File: src/rtl/fixed_bias_add_stream.sv
// Streaming bias adder: joins data_in/bias beats, aligns binary points, requantises, emits via 2-entry skid buffer.
// Optional clamp on requantisation enabled by defining BIAS_ADD_SATURATE_EN (default: two's complement wrap).

module fixed_bias_add_lane #(
  parameter int P_IN0  = 16,
  parameter int P_IN1  = 3,
  parameter int P_B0   = 16,
  parameter int P_B1   = 3,
  parameter int P_OUT0 = 16,
  parameter int P_OUT1 = 3
) (
  input  logic [P_IN0-1:0]  i_din,
  input  logic [P_B0-1:0]   i_bias,
  output logic [P_OUT0-1:0] o_q
);
  localparam int SHB = P_IN1 - P_B1;
  localparam int SHO = P_IN1 - P_OUT1;
  localparam int SW  = ((P_IN0 > P_B0 + SHB) ? P_IN0 : P_B0 + SHB) + 1;

  logic signed [SW-1:0] w_din, w_b_al, w_sum, w_q;

  assign w_din  = $signed({{(SW-P_IN0){i_din[P_IN0-1]}}, i_din});
  assign w_b_al = $signed({{(SW-P_B0){i_bias[P_B0-1]}}, i_bias}) <<< SHB;
  assign w_sum  = w_din + w_b_al;
  assign w_q    = w_sum >>> SHO;

  generate
    if (SW >= P_OUT0) begin : g_narrow
`ifdef BIAS_ADD_SATURATE_EN
      localparam logic signed [SW-1:0] MAXV = {{(SW-P_OUT0+1){1'b0}}, {(P_OUT0-1){1'b1}}};
      localparam logic signed [SW-1:0] MINV = {{(SW-P_OUT0+1){1'b1}}, {(P_OUT0-1){1'b0}}};
      assign o_q = (w_q > MAXV) ? {1'b0, {(P_OUT0-1){1'b1}}} :
                   (w_q < MINV) ? {1'b1, {(P_OUT0-1){1'b0}}} : P_OUT0'(w_q);
`else
      assign o_q = P_OUT0'(w_q);
`endif
    end else begin : g_wide
      assign o_q = {{(P_OUT0-SW){w_q[SW-1]}}, w_q};
    end
  endgenerate
endmodule

module fixed_bias_add_stream #(
  parameter int DATA_IN_0_PRECISION_0  = 16,
  parameter int DATA_IN_0_PRECISION_1  = 3,
  parameter int BIAS_PRECISION_0       = 16,
  parameter int BIAS_PRECISION_1       = 3,
  parameter int DATA_OUT_0_PRECISION_0 = 16,
  parameter int DATA_OUT_0_PRECISION_1 = 3,
  parameter int TENSOR_SIZE_DIM_0      = 32,
  parameter int TENSOR_SIZE_DIM_1      = 4,
  parameter int PARALLELISM_DIM_0      = 1
) (
  input  logic                                                       clk,
  input  logic                                                       rst,
  input  logic [PARALLELISM_DIM_0-1:0][DATA_IN_0_PRECISION_0-1:0]    data_in,
  input  logic                                                       data_in_valid,
  output logic                                                       data_in_ready,
  input  logic [PARALLELISM_DIM_0-1:0][BIAS_PRECISION_0-1:0]         bias,
  input  logic                                                       bias_valid,
  output logic                                                       bias_ready,
  output logic [PARALLELISM_DIM_0-1:0][DATA_OUT_0_PRECISION_0-1:0]   data_out,
  output logic                                                       data_out_valid,
  input  logic                                                       data_out_ready,
  output logic                                                       data_out_last
);
  localparam int PAR       = PARALLELISM_DIM_0;
  localparam int P_OUT0    = DATA_OUT_0_PRECISION_0;
  localparam int COL_BEATS = TENSOR_SIZE_DIM_0 / PARALLELISM_DIM_0;
  localparam int CW        = (COL_BEATS > 1) ? $clog2(COL_BEATS) : 1;
  localparam int RW        = (TENSOR_SIZE_DIM_1 > 1) ? $clog2(TENSOR_SIZE_DIM_1) : 1;

  generate
    if (BIAS_PRECISION_1 > DATA_IN_0_PRECISION_1) begin : g_chk_b
      $error("BIAS_PRECISION_1 must be <= DATA_IN_0_PRECISION_1");
    end
    if (DATA_OUT_0_PRECISION_1 > DATA_IN_0_PRECISION_1) begin : g_chk_o
      $error("DATA_OUT_0_PRECISION_1 must be <= DATA_IN_0_PRECISION_1");
    end
    if (TENSOR_SIZE_DIM_0 % PARALLELISM_DIM_0 != 0) begin : g_chk_p
      $error("PARALLELISM_DIM_0 must divide TENSOR_SIZE_DIM_0");
    end
  endgenerate

  logic [PAR-1:0][P_OUT0-1:0] w_sum;
  logic [PAR-1:0][P_OUT0-1:0] r_main_data, r_skid_data;
  logic                       r_main_vld, r_skid_vld, r_main_last, r_skid_last;
  logic [CW-1:0]              r_col;
  logic [RW-1:0]              r_row;
  logic                       w_space, w_fire, w_last;

  genvar gl;
  generate
    for (gl = 0; gl < PAR; gl++) begin : g_lane
      fixed_bias_add_lane #(
        .P_IN0 (DATA_IN_0_PRECISION_0), .P_IN1 (DATA_IN_0_PRECISION_1),
        .P_B0  (BIAS_PRECISION_0),      .P_B1  (BIAS_PRECISION_1),
        .P_OUT0(DATA_OUT_0_PRECISION_0), .P_OUT1(DATA_OUT_0_PRECISION_1)
      ) u_lane (
        .i_din (data_in[gl]),
        .i_bias(bias[gl]),
        .o_q   (w_sum[gl])
      );
    end
  endgenerate

  // Space depends only on registered skid state (plus reset), never on data_out_ready.
  assign w_space       = rst & ~r_skid_vld;
  assign w_fire        = data_in_valid & bias_valid & w_space;
  assign data_in_ready = bias_valid & w_space;
  assign bias_ready    = data_in_valid & w_space;
  assign w_last        = (r_col == CW'(COL_BEATS-1)) && (r_row == RW'(TENSOR_SIZE_DIM_1-1));

  assign data_out       = r_main_data;
  assign data_out_valid = r_main_vld;
  assign data_out_last  = r_main_last;

  always_ff @(posedge clk) begin
    if (!rst) begin
      r_main_vld  <= 1'b0;
      r_main_data <= '0;
      r_main_last <= 1'b0;
      r_skid_vld  <= 1'b0;
      r_skid_data <= '0;
      r_skid_last <= 1'b0;
      r_col       <= '0;
      r_row       <= '0;
    end else begin
      if (w_fire) begin
        if (r_col == CW'(COL_BEATS-1)) begin
          r_col <= '0;
          r_row <= (r_row == RW'(TENSOR_SIZE_DIM_1-1)) ? '0 : r_row + 1'b1;
        end else begin
          r_col <= r_col + 1'b1;
        end
      end
      // Main is free (empty or being consumed): refill from skid first, else straight from the join.
      if (!r_main_vld || data_out_ready) begin
        if (r_skid_vld) begin
          r_main_vld  <= 1'b1;
          r_main_data <= r_skid_data;
          r_main_last <= r_skid_last;
          r_skid_vld  <= 1'b0;
        end else begin
          r_main_vld <= w_fire;
          if (w_fire) begin
            r_main_data <= w_sum;
            r_main_last <= w_last;
          end
        end
      end else if (w_fire) begin
        r_skid_vld  <= 1'b1;
        r_skid_data <= w_sum;
        r_skid_last <= w_last;
      end
    end
  end
endmodule
File: config.mk
export PLATFORM = sky130hd
export DESIGN_NAME = fixed_bias_add_stream
export DESIGN_NICKNAME = d
export VERILOG_FILES = /design/src/rtl/fixed_bias_add_stream.sv
export SDC_FILE = /design/constraint.sdc
export NUM_CORES = 1
export LEC_CHECK = 0
export ABC_CLOCK_PERIOD_IN_PS = 3100
export CORE_MARGIN = 2
export CORE_UTILIZATION = 51
export CTS_BUF_LIST = sky130_fd_sc_hd__clkbuf_16
export DETAILED_ROUTE_END_ITERATION = 10
export PLACE_DENSITY = 0.76
export SETUP_SLACK_MARGIN = 0.5
export SLEW_MARGIN = 20
export SYNTH_ARGS = -nofsm -noshare
export SYNTH_HDL_FRONTEND = slang
export SYNTH_HIERARCHICAL = 1
export SYNTH_SLANG_ARGS = --single-unit
File: constraint.sdc
create_clock -name clk -period 3.1 [get_ports clk]
set_input_delay 0.31 -clock clk [delete_from_list [all_inputs] [get_ports clk]]
set_output_delay 0.31 -clock clk [all_outputs]
set_load 0.02 [all_outputs]
# ---- Word-level counts from Yosys, hierarchy flattened
# Index checks and enable logic that the tools add are counted.
dict set report totals {
  register_bits 43
  inputBits 37
  n_memories 0
  latchBits 0
  mem_bits_rw 0
  output_inout_bits 20
  romBits 0
}
dict set report classes {
  bitwise 8
  shift 0
  n_mux 7
  mul 0
  div_mod_pow 0
  n_addsub 3
  reduce_logical 8
  n_eq_ne 2
  order_cmp 0
}
# operator count
set op_table {}
lappend op_table {{$mux W16} 2}
lappend op_table {{$add A16 B16 Y16} 1}
lappend op_table {{$reduce_and A2 Y1} 3}
lappend op_table {{$add A5 B1 Y5 const B} 1}
lappend op_table {{$and A1 B1 Y1} 5}
lappend op_table {{$eq A5 B5 Y1 const B} 1}
lappend op_table {{$mux W5} 1}
lappend op_table {{$mux W1} 3}
lappend op_table {{$not A1 Y1} 3}
lappend op_table {{$add A2 B1 Y2 const B} 1}
lappend op_table {{$eq A2 B2 Y1 const B} 1}
lappend op_table {{$mux W2} 1}
lappend op_table {{$reduce_bool A2 Y1} 1}
lappend op_table {{$reduce_or A2 Y1} 1}
lappend op_table {{$logic_and A1 B1 Y1} 1}
lappend op_table {{$logic_not A1 Y1} 1}
lappend op_table {{$logic_or A1 B1 Y1} 1}

# ---- Logic depth before layout (Yosys ltp)
dict set report depth {
  word_depth 5
  mapped_depth 10
  ltp_nobuf 10
}

# ---- Cells and area by module
# The synthesis kept the hierarchy.
# module area_each_um2 cells_per_inst seq_area_each_um2 instances
set modules_own_cells {}
lappend modules_own_cells {fixed_bias_add_stream 1974.4 206 860.8 1}
lappend modules_own_cells {fixed_bias_add_lane 724.4 98 0.0 1}

# ---- Worst setup path after synthesis
# OpenSTA, ideal clock, no wires.
dict set report synth_path {
  path_kind {in2reg}
  start {input port data_in[0] (netlist name)}
  end {register r_main_data (netlist bit data_out[10])}
  stages 10
  slack_ns 0.687
  t_arrival_ns 2.297
  n_path_buf 0
  setup_ns 0.116
  t_required_ns 2.984
  path_cell_list {ha_1 fa_1 a21o_2 a311oi_2 o21ai_0 a311oi_1 nor3_1 mux2i_1 nand3_1 o211a_1}
}
# element line_no
set synth_rtl {}
lappend synth_rtl {{start: declaration} 56} ;# input logic [PARALLELISM_DIM_0-1:0][DATA_IN_0_PRECISION_0-1:0] data_in,
lappend synth_rtl {{end signal: assignment} 141} ;# r_main_data <= r_skid_data;
lappend synth_rtl {{end signal: assignment} 147} ;# r_main_data <= w_sum;
lappend synth_rtl {{end: declaration} 86} ;# logic [PAR-1:0][P_OUT0-1:0] r_main_data, r_skid_data;

==> results.sh <==
export IMPL_worst_pin_slew_ns=0.771
export IMPL_syn_num_nets=360
export IMPL_place_area_sq_um=3270
export IMPL_whs_ns=0.468
export IMPL_p_per_area_nw_per_um2=419
export IMPL_finalSetupViolations=0
export IMPL_overflow=0
export IMPL_grt_pass1_wl_mm=11.3
export IMPL_p_leak_nw=1.47
export IMPL_post_dp_hpwl_mm=4.63
export IMPL_layout_commonest_cell="clkdlybuf4s50_1"
export IMPL_synth_async_reset_ratio_pct=0
export IMPL_critPathSlowestCell="clkdlybuf4s50_1"
export IMPL_grt_util_all_layers_pct=23.3
export IMPL_ys_warn_count=6
export IMPL_post_route_min_period_ns=2.45
export IMPL_crit_fanout=6
export IMPL_via_per_inst=5.89
export IMPL_clock_sinks=43
export IMPL_clk_pin_slew_worst_paths_ns=0.06
export IMPL_mostFrequentLayoutCells="49 x clkdlybuf4s50_1, 43 x dfxtp_1, 39 x nand3_1, 27 x o21ai_0, 20 x a21boi_0"
export IMPL_synth_ff_type="dfxtp_1"
export IMPL_dr_pass1_iters=5
export IMPL_ys_seq_area_share_pct=31.9
export IMPL_port_buffers=56
export IMPL_path_class="in -> reg"
export IMPL_cts_buffers=5
export IMPL_fmax_mhz=408
export IMPL_netlist_area_sq_um=2700
export IMPL_via_count=2517
export IMPL_cts_root_buffer="clkbuf_16"
export IMPL_grt_pass1_vias=2359
export IMPL_ant_nets=0
export IMPL_drive_above_1_share_pct=8.40
export IMPL_max_stage_delay_ns=0.50
export IMPL_status="finished, final reports clean"
export IMPL_routed_wl_mm=6.69
export IMPL_synth_edf_count=0
export IMPL_grt_max_degree=48
export IMPL_drc_errors=0
export IMPL_diodes=0
export IMPL_rsz0062_at_grt="no"
export IMPL_gp_congestion=0.952
export IMPL_synth_distinct_cells=48
export IMPL_cp_required_ns=3.27
export IMPL_rows=26
export IMPL_area_growth_pct=30.2
export IMPL_finalSetupTns_ns=0
export IMPL_avgSynthCellArea_sq_um=8.88
export IMPL_vdd_drop_max_uv=235
export IMPL_wire_per_inst_um=15.7
export IMPL_crit_chain="clkdlybuf4s50_1 > ha_4 > a21o_1 > a311oi_4 > buf_4 > nor3b_1 > a211oi_1 > xnor2_1 > mux2i_1 > nand3_1 > o211a_1"
export IMPL_clk_latency_ns=0.28
export IMPL_postSynthCellCount=304
export IMPL_period_share_pct=79.1
export IMPL_die_w_um=76.7
export IMPL_crit_family="compound AO/OA/AOI/OAI gates"
export IMPL_fillers=427
export IMPL_drv_slew=0
export IMPL_htree_levels=2
export IMPL_start_util_pct=52.8
export IMPL_antenna_found_initial=0
export IMPL_ys_ff_latch=43
export IMPL_final_nets=412
export IMPL_coreArea_sq_um=5110
export IMPL_dieArea_sq_um=5890
export IMPL_final_hold_viol_count=0
export IMPL_dieHeight_um=76.7
export IMPL_cp_end_kind="register"
export IMPL_design_area_sq_um=3510
export IMPL_cts_buffer_depth=2
export IMPL_ioPinCount=57
export IMPL_drv_cap=0
export IMPL_cts_tree="yes"
export IMPL_crit_buf_inv=2
export IMPL_fin_worst_skew_ns=0.00247
export IMPL_hp_class="reg -> reg"
export IMPL_crit_arrival_ns=2.63
export IMPL_cp_start_kind="input pin"
export IMPL_relSlewSlack_pct=48.6
export IMPL_drtIter0Drc=173
-- where the power goes --
part | total (mW) | internal, mW | switching (mW)
sequential | 0.580 | 0.570 | 0.0106
combinational | 0.390 | 0.186 | 0.203
clock | 0.503 | 0.294 | 0.209
total | 1.47 | 1.05 | 0.423
-- synthesized netlist by cell type (5+ instances only) --
cell | n | area, sq um
buf_2 | 5 | 25.0
ha_1 | 18 | 225
xnor2_1 | 10 | 87.6
clkbuf_1 | 10 | 37.5
a21boi_0 | 20 | 150
nand3_1 | 39 | 195
mux2i_1 | 17 | 170
nand2_1 | 15 | 56.3
o21ai_0 | 28 | 140
o211a_1 | 17 | 170
dfxtp_1 | 43 | 861
a21oi_1 | 18 | 90.1
xor2_1 | 5 | 43.8
-- layout make-up --
type / instances / area [sq um] / area share, %
clock buffer: 5 / 125 / 3.56
clock inverter: 3 / 16.3 / 0.463
inverter: 4 / 15.0 / 0.427
multi-input combinational: 237 / 1770 / 50.4
sequential: 43 / 861 / 24.5
tap: 70 / 87.6 / 2.49
timing repair buffer: 65 / 638 / 18.2
-- metal layers --
metal,routed length (um),track usage [%],share of wire (%),up-vias
met5,0,0,0,-
met4,129,7.64,1.9,0
met3,268,4.35,4.0,13
met2,3250,40.0,49,63
met1,3040,29.5,45,1196
li1,-,-,-,1245
-- final timing paths --
| kind | cells past startpoint | slack (ns) | end | startpoint |
|---|---|---|---|---|
| worst min register to register | 1 | 0.47 | r_col[3] | r_col[3] |
| worst min-delay path | 1 | 0.47 | r_col[3] | r_col[3] |
| worst max-delay path | 11 | 0.65 | data_out[14] | bias[4] |
| worst max register to register | 4 | 1.19 | data_out[3] | r_skid_vld |
-- through the flow --
step                      setup slack, ns  utilization, %  power [mW]  instances
after floorplan                     0.687               -       0.827        304
after global placement             0.0778            64.0       0.953        414
after detailed placement           0.0425            64.0       0.957        414
after CTS                           0.513            67.9        1.47        426
after global routing                0.504            68.8        1.54        427
final                               0.647            68.8        1.47        427
-- what timing repair did --
item,4_1_cts,5_1_grt
endpoints found under the setup margin,3,5
pin swaps,9,8
gates resized for setup,8,11
hold buffers,0,0
setup buffers,4,1
-- worst register-to-register path, delay by kind of cell, from the launching register on --
| family | cells | cell delay (ns) |
|---|---|---|
| AO/OA/AOI/OAI | 2 | 0.79 |
| AND/OR/NAND/NOR | 1 | 0.40 |
| flip-flops | 1 | 0.33 |
| buffers and inverters | 1 | 0.33 |
-- flip-flops by register name (all words and copies together), names as in the netlist --
name,cells
r_skid_data,16
r_col,5
data_out_valid,1
r_row,2
data_out_last,1
r_skid_vld,1
r_skid_last,1
data_out,16
-- cell families (layout without fill, tap and decap cells) --
kind of cell    Yosys count  after routing  share of synthesized area, %
simple gates             82             82                          16.2
flops                    43             43                          31.9
buf+inv                  24             77                          4.59
mux                      17             17                          6.30
compound gates          104            104                          27.0
xor+xnor                 15             15                          4.87
fa+ha+maj                19             19                          9.09
No activity file was read; power rests on OpenSTA's default activity.
